$ cat src/rtl/uart_tx_arbiter_if.sv
// rtl/uart_tx_arbiter_if.sv - Producer and transmitter signals of the shared UART TX arbiter.
// master is the arbiter's view; slave is the producers/transmitter side.
interface uart_tx_arbiter_if #(
  parameter int NUM_REQ = 4
);
  localparam int IDX_W = $clog2(NUM_REQ);

  logic [NUM_REQ-1:0]   req;
  logic [8*NUM_REQ-1:0] byte_in;
  logic [NUM_REQ-1:0]   lock;
  logic [NUM_REQ-1:0]   ack;
  logic                 tx_req;
  logic [7:0]           tx_byte;
  logic                 tx_busy;
  logic [IDX_W-1:0]     owner;
  logic                 err_timeout;

  modport master (
    input  req,
    input  byte_in,
    input  lock,
    input  tx_busy,
    output ack,
    output tx_req,
    output tx_byte,
    output owner,
    output err_timeout
  );

  modport slave (
    output req,
    output byte_in,
    output lock,
    output tx_busy,
    input  ack,
    input  tx_req,
    input  tx_byte,
    input  owner,
    input  err_timeout
  );
endinterface

$ cat src/rtl/uart_tx_arbiter.sv
// rtl/uart_tx_arbiter.sv - Byte-wise round-robin arbiter sharing one UART transmitter.
// Define UART_ARB_LOCK_EN to let a requester holding lock[owner] keep the grant across bytes.
module uart_tx_arbiter #(
  parameter int NUM_REQ      = 4,
  parameter int BUSY_TIMEOUT = 16
) (
  input logic               clk,
  input logic               rst,
  uart_tx_arbiter_if.master bus
);
  localparam int IDX_W = $clog2(NUM_REQ);

  typedef enum logic [1:0] {IDLE, ISSUE, WAIT_BUSY, WAIT_DONE} state_t;

  state_t           state;
  logic [IDX_W-1:0] last;
  logic [7:0]       cnt;
  logic [IDX_W-1:0] cand;
  logic [IDX_W-1:0] rr_winner;
  logic             rr_found;
  logic [IDX_W-1:0] winner;
  logic             grant;

`ifdef UART_ARB_LOCK_EN
  logic lock_hold;
`else
  logic unused_lock;
  assign unused_lock = ^bus.lock;
`endif

  // First high req scanning from last+1, wrapping modulo NUM_REQ.
  always_comb begin
    rr_found  = 1'b0;
    rr_winner = last;
    cand      = last;
    for (int i = 1; i <= NUM_REQ; i++) begin
      cand = IDX_W'((int'(last) + i) % NUM_REQ);
      if (!rr_found && bus.req[cand]) begin
        rr_found  = 1'b1;
        rr_winner = cand;
      end
    end
  end

  always_comb begin
    winner = rr_winner;
    grant  = rr_found;
`ifdef UART_ARB_LOCK_EN
    if (lock_hold && bus.req[bus.owner]) begin
      winner = bus.owner;
      grant  = 1'b1;
    end
`endif
  end

  always_ff @(posedge clk or posedge rst) begin
    if (rst) begin
      state           <= IDLE;
      last            <= IDX_W'(NUM_REQ - 1);
      cnt             <= 8'h00;
      bus.tx_req      <= 1'b0;
      bus.ack         <= '0;
      bus.tx_byte     <= 8'h00;
      bus.owner       <= '0;
      bus.err_timeout <= 1'b0;
`ifdef UART_ARB_LOCK_EN
      lock_hold       <= 1'b0;
`endif
    end else begin
      bus.tx_req      <= 1'b0;
      bus.ack         <= '0;
      bus.err_timeout <= 1'b0;
      case (state)
        IDLE: begin
          if (!bus.tx_busy && grant) begin
            bus.tx_byte <= bus.byte_in[{winner, 3'b000} +: 8];
            bus.owner   <= winner;
            bus.tx_req  <= 1'b1;
            bus.ack     <= NUM_REQ'(1) << winner;
`ifdef UART_ARB_LOCK_EN
            lock_hold   <= 1'b0;
`endif
            state       <= ISSUE;
          end
        end
        ISSUE: begin
          last  <= bus.owner;
          cnt   <= 8'(BUSY_TIMEOUT);
          state <= WAIT_BUSY;
        end
        WAIT_BUSY: begin
          if (bus.tx_busy) begin
            state <= WAIT_DONE;
          end else if (cnt <= 8'd1) begin
            // The byte is dropped; the transmitter never acknowledged it.
            cnt             <= 8'h00;
            bus.err_timeout <= 1'b1;
            state           <= IDLE;
          end else begin
            cnt <= cnt - 8'd1;
          end
        end
        WAIT_DONE: begin
          if (!bus.tx_busy) begin
`ifdef UART_ARB_LOCK_EN
            lock_hold <= bus.lock[bus.owner] && bus.req[bus.owner];
`endif
            state <= IDLE;
          end
        end
        default: state <= IDLE;
      endcase
    end
  end
endmodule

$ cat src/flat_wrapper.sv
// flat-port wrapper written by rule: the top's interface ports become plain ports
module uart_tx_arbiter_flat 
#(
  parameter int NUM_REQ      = 4,
  parameter int BUSY_TIMEOUT = 16
)
  (clk, rst, bus_req, bus_byte_in, bus_lock, bus_tx_busy, bus_ack, bus_tx_req, bus_tx_byte, bus_owner, bus_err_timeout);
  uart_tx_arbiter_if #(.NUM_REQ(NUM_REQ)) bus_i ();
  input logic clk;
  input logic rst;
  input wire logic [$bits(bus_i.req)-1:0] bus_req;
  input wire logic [$bits(bus_i.byte_in)-1:0] bus_byte_in;
  input wire logic [$bits(bus_i.lock)-1:0] bus_lock;
  input wire logic [$bits(bus_i.tx_busy)-1:0] bus_tx_busy;
  output wire logic [$bits(bus_i.ack)-1:0] bus_ack;
  output wire logic [$bits(bus_i.tx_req)-1:0] bus_tx_req;
  output wire logic [$bits(bus_i.tx_byte)-1:0] bus_tx_byte;
  output wire logic [$bits(bus_i.owner)-1:0] bus_owner;
  output wire logic [$bits(bus_i.err_timeout)-1:0] bus_err_timeout;
  assign bus_i.req = bus_req;
  assign bus_i.byte_in = bus_byte_in;
  assign bus_i.lock = bus_lock;
  assign bus_i.tx_busy = bus_tx_busy;
  assign bus_ack = bus_i.ack;
  assign bus_tx_req = bus_i.tx_req;
  assign bus_tx_byte = bus_i.tx_byte;
  assign bus_owner = bus_i.owner;
  assign bus_err_timeout = bus_i.err_timeout;
  uart_tx_arbiter #(.NUM_REQ(NUM_REQ), .BUSY_TIMEOUT(BUSY_TIMEOUT)) u_core (.clk(clk), .rst(rst), .bus(bus_i));
endmodule
$ cat config.mk
export PLATFORM = sky130hd
export DESIGN_NAME = uart_tx_arbiter_flat
export DESIGN_NICKNAME = d
export VERILOG_FILES = /design/src/rtl/uart_tx_arbiter_if.sv /design/src/rtl/uart_tx_arbiter.sv /design/src/flat_wrapper.sv
export SDC_FILE = /design/constraint.sdc
export NUM_CORES = 1
export LEC_CHECK = 0
export ABC_AREA = 0
export BUFFER_PORTS_ARGS = -buffer_cell sky130_fd_sc_hd__buf_2
export CAP_MARGIN = 20
export CORE_MARGIN = 2
export CORE_UTILIZATION = 48
export DETAILED_ROUTE_END_ITERATION = 16
export GPL_TIMING_DRIVEN = 0
export MAX_ROUTING_LAYER = met4
export PLACE_DENSITY = 0.87
export SLEW_MARGIN = 20
export SYNTH_ARGS = -nofsm -noshare
export SYNTH_HDL_FRONTEND = slang
export SYNTH_SLANG_ARGS = --single-unit
export TNS_END_PERCENT = 1
$ cat constraint.sdc
create_clock -name clk -period 2 [get_ports clk]
set_clock_uncertainty 0.1 [all_clocks]
set_input_delay 0.2 -clock clk [delete_from_list [all_inputs] [get_ports clk]]
set_output_delay 0.2 -clock clk [all_outputs]
set_load 0.01 [all_outputs]
After elaboration in Yosys (flattened, before gate mapping)
Index checks and enable logic that the tools add are counted.
W data, S select, Z words.
{ "op_classes": {"n_reduce_logical": 13, "add_sub_neg": 5, "eq_ne": 7, "n_mux": 31, "n_lt_le_gt_ge": 5, "shifts": 2} }
{ "op_table": {"columns": ["cell", "count"], "rows": [
  ["$shiftx A32 B6 Y8", 1],
  ["$mux W2", 8],
  ["$mux W8", 2],
  ["$pmux W8 S2", 1],
  ["$mux W1", 13],
  ["$lt A2 B3 Y1 const B", 4],
  ["$bmux W1 S2", 4],
  ["$le A8 B1 Y1 const B", 1],
  ["$mux W4", 2],
  ["$pmux W2 S4", 1],
  ["$sub A8 B1 Y8 const B", 1],
  ["$add A2 B1 Y2 const B", 2],
  ["$add A2 B2 Y2 const B", 2],
  ["$eq A2 B2 Y1 const B", 2],
  ["$logic_and A1 B1 Y1", 4],
  ["$logic_not A1 Y1", 4],
  ["$ne A2 B2 Y1 const B", 2],
  ["$reduce_and A2 Y1", 2],
  ["$shl A1 B2 Y4 const A", 1],
  ["$ne A3 B2 Y1 const B", 1],
  ["$reduce_and A3 Y1", 1],
  ["$eq A2 B1 Y1 const B", 1],
  ["$logic_not A2 Y1", 1],
  ["$ne A2 B1 Y1 const B", 1],
  ["$reduce_bool A2 Y1", 1]
]} }
{ "word_totals": {"reg_bits": 28, "out_inout_bits": 16, "elab_cells": 71} }

Depth between registers and ports, before layout
{ "logic_depth": {"depth_word": 16, "mapped_depth": 8} }

Worst setup path before layout
OpenSTA, ideal clock, no wires.
{ "synth_path": {"path_type": "reg2reg", "startpoint": "register u_core.last[0]", "endpoint": "register u_core.bus.tx_byte[0]", "synth_period_minus_slack_ps": 1714, "path_slack_ps": 286, "required_ps": 1765, "setup_time_ps": 135, "stages_incl_launch_ff": 7, "arrival_ps": 1479, "cell_sequence": "dfstp_2 nor2b_1 o21ai_2 nand2_2 buf_2 a211oi_1 o31ai_1"} }
{ "synth_between": {"elab_chain_len": 15, "word_cells_on_any_way": 29, "classes_between": "add/sub (4); shift (1); mux (16); reduce/logical (8)"} }
{ "synth_rtl": {"columns": ["item", "line_no", "rtl"], "rows": [
  ["start: declaration", "uart_tx_arbiter.sv:16", "logic [IDX_W-1:0] last;"],
  ["start signal: assignment", "uart_tx_arbiter.sv:59", "last <= IDX_W'(NUM_REQ - 1);"],
  ["start signal: assignment", "uart_tx_arbiter.sv:87", "last <= bus.owner;"],
  ["branches (longest 15 deep; another with $add A2 B1 Y2)", null, null],
  ["end signal: assignment", "uart_tx_arbiter.sv:76", "bus.tx_byte <= bus.byte_in[{winner, 3'b000} +: 8];"],
  ["end: declaration", "uart_tx_arbiter_if.sv:25", "output tx_byte,"]
]} }
Parallel ways; which one is timed is not known. The select of a mux whose other input is x is not followed.
A chain may end at the register's enable or synchronous reset.

Worst setup path after layout
{ "layout_path": {"startpoint": "register u_core.state[0]", "endpoint": "register u_core.bus.tx_byte[3]"} }
{ "layout_between": {"elab_chain_len": 2} }
{ "layout_rtl": {"columns": ["item", "line_no", "rtl"], "rows": [
  ["start: declaration", "uart_tx_arbiter.sv:15", "state_t state;"],
  ["start signal: assignment", "uart_tx_arbiter.sv:58", "state <= IDLE;"],
  ["start signal: assignment", "uart_tx_arbiter.sv:83", "state <= ISSUE;"],
  ["start signal: assignment", "uart_tx_arbiter.sv:89", "state <= WAIT_BUSY;"],
  ["$logic_not A2 Y1", "uart_tx_arbiter.sv:73", "case (state)"],
  ["$reduce_and A2 Y1 (no line)", null, null]
]} }
Every way passes these cells.

==> results.md <==
- DIE WIDTH: 61.0 microns
- DRC: 0
- Pin count of the biggest net entering global routing: 29
- Gate power share: 0.528
- CTS Sinks: 28
- RD Place Congestion: 0.777
- First-pass GRT wire length: 5.76 mm
- Total core area: 3080 sq um
- Slew headroom: 0.631
- # rows: 20
- Die area: 3720 sq um
- Met3 Use GR: 0.0256
- Final Max Tran Viols: 0
- Initial Utilization: 0.506
- Vias in the first global route: 1275
- Power, Total: 2.81 mW
- Port bufs: 54
- CP required: 2150 ps
- Syn_nets: 212
- Fin area: 2040 sq um
- Sequential area share after synthesis: 0.451
- Hold Crit Class: input port to register
- Crit start category: register
- Final min period: 1910 ps
- Reg power frac: 0.340
- Top Ports: 59
- Clk slew on worst S/H paths: 150 ps
- CTS root buf: clkbuf_4
- CP cell instances: clkbuf_1, nor2_1, nand3_1, clkbuf_1, o31ai_1
- Post-Place Worst Slack: -16.4 ps
- Status: finished, final reports clean
- GR Util All Layers: 0.216
- Clk Latency, worst-skew pair: 340 ps
- FILL cells: 285
- Fin nets: 278
- Number of warning messages in the yosys log: 0
- Max Fclk: 0.524 GHz
- EDFF count, synth: 0
- Sw Pwr: 1.21 mW
- Initial drt markers: 46
- Most frequent cell on the critical path: clkbuf_1
- Vias/cell: 5.53
- Crit-path max cell delay: 390 ps
- Crit Path Class: register to register
- Ys async rst share: 1.00
- Remaining global-route overflow: 0
- Prevailing post-synth register cell: dfrtp_1
- Max Root-Sink Buffers: 2
- Most frequent cells in the layout: buf_2, dfrtp_1, nand2_1
- Pwr Density: 1380 nW/um^2
- Sw Ratio: 0.431
- HPWL Detailed: 2.64 mm
- Lkg Pwr: 1.01 nW
- Ant diodes: 0
- Commonest non-fill, non-tap cell in the layout: buf_2
- CP Max Fanout: 10
- Met2 Use GR: 0.310
- Worst path slowest cell: dfrtp_1
- Final Worst Setup Slack: 90.1 ps
- Syn Inst Count: 167
- Final Hold Vio Count: 0
- Critical path endpoint category: register
- Antenna viol nets, final: 0
- Area delta synth->final: 30.8%
- Initial antenna violation count: 0
- Worst VDD drop: 0.000749 V
- TritonCTS Buffers: 3
- Drt pass-1 iters: 4
- Mapped cell area: 1560 sq um
- WP data arrival: 2060 ps
- Clock power share: 0.132
- Max cap viols: 0
- Placed Area: 1880 sq um
- Fin cells: 276
- Met1 GRT Util: 0.312
- Total Wirelength: 3.82 mm
- Synth area leader: dfrtp_1
- Cell variety after synth: 38
- Layout cells sized above 1: 0.384
- Dpl cells: 265
- Gr busiest metal: met1
- Die height: 61.0 microns
- Pint: 1.60 mW
- CTS tree: built
- Period utilization: 0.955
- Synth Register Bits: 28
- Top cell type's share of synthesized area: 0.418
- Top post-synthesis cells by area: dfrtp_1, a211oi_1, and3_1
- Syn Area/Cell: 9.33 sq um
- Slew @ Worst Pin: 553 ps
- H-Tree Level Count: 1
- Wire length per cell: 13.8 microns
- Via Count: 1526
- # setup viols final: 0
- TNS Setup: 0 ps
routing by layer:
layer  vias up  wire length [microns]
li1        756                      -
met1       700                   1750
met2        61                   1790
met3         9                    198
met4         0                     78
met5         -                      0
state kept, by name, indices dropped and copies added, names as in the netlist:
signal,flops
u_core.cnt,8
u_core.bus.tx_req,1
u_core.state,2
u_core.bus.owner,2
u_core.last,2
u_core.bus.tx_byte,8
u_core.bus.err_timeout,1
u_core.bus.ack,4
worst max-delay path, delay by kind of cell, from the launching register on:
| kind | cells | cell delay (ps) |
|---|---|---|
| DFF | 1 | 390 |
| AOI/OAI and AO/OA | 1 | 300 |
| buffers and inverters | 2 | 510 |
| and+or+nand+nor | 2 | 530 |
cells in the mapped netlist (2+ instances only):
master and n:
and3_1 16, o41ai_1 2, nand2_1 17, a21oi_1 4, ha_1 2, nor2_1 13
o21ai_0 8, dfrtp_1 26, buf_2 4, mux2_2 3, nand2b_1 2, inv_1 7
clkbuf_1 4, dfstp_2 2, nor3_1 6, a211oi_1 16, o31ai_1 10, nand3_1 2
o21ai_1 4
power groups by stage:
stage / clock, mW / combinational, mW / sequential, mW
final: 0.372 / 1.48 / 0.956
after CTS: 0.374 / 1.33 / 0.949
after detailed placement: 0 / 1.31 / 0.959
after global routing: 0.395 / 1.63 / 0.983
after floorplan: 0 / 0.899 / 0.984
after global placement: 0 / 1.29 / 0.950
cell families (layout without fill, tap and decap cells):
logic type / count (synthesis) / in the layout / share of synthesized area
simple gates: 66 / 66 / 0.224
compound gates: 52 / 52 / 0.243
flops: 28 / 28 / 0.451
buf+inv: 16 / 81 / 0.0442
mux: 3 / 3 / 0.0217
fa+ha+maj: 2 / 2 / 0.0161
final cells by class:
cell class / instances / area, sq um / share of cell area
Multi-Input combinational cell: 123 / 827 / 0.406
Tap cell: 44 / 55.1 / 0.0270
Inverter: 7 / 26.3 / 0.0129
Clock buffer: 3 / 22.5 / 0.0110
Sequential cell: 28 / 706 / 0.346
Clock inverter: 1 / 30.0 / 0.0147
Timing Repair Buffer: 61 / 325 / 0.160
Buffer: 9 / 46.3 / 0.0227
path summary, 6_finish.rpt:
kind / endpoint / from / slack (ps) / cells after the start
max in group asynchronous: u_core.cnt[0]$_DFFE_PP0P_ / rst / 1070 / 3
max: u_core.bus.tx_byte[3]$_DFFE_PP0P_ / u_core.state[0]$_DFFE_PP0P_ / 90 / 5
max reg2reg: u_core.bus.tx_byte[3]$_DFFE_PP0P_ / u_core.state[0]$_DFFE_PP0P_ / 90 / 5
min reg2reg: u_core.bus.tx_byte[6]$_DFFE_PP0P_ / u_core.bus.tx_byte[6]$_DFFE_PP0P_ / 400 / 2
min in group asynchronous: u_core.cnt[6]$_DFFE_PP0P_ / rst / 330 / 3
min: u_core.state[0]$_DFFE_PP0P_ / bus_tx_busy / 50 / 3
stage by stage:
step / util / hold slack [ps]
global route: 0.662 / 53.3
global placement: 0.612 / 355
floorplan: - / 164
detailed placement: 0.612 / 367
CTS: 0.631 / 9.15
finish: 0.662 / 51.6
repair_timing:
action / CTS / global route
setup buffers: 1 / 5
pin swaps: 1 / 1
hold endpoints to repair: 0 / 26
endpoints found under the setup margin: 1 / 14
resized for setup: 0 / 13
hold buffers: 0 / 1
(Power assumes the default switching activity.)
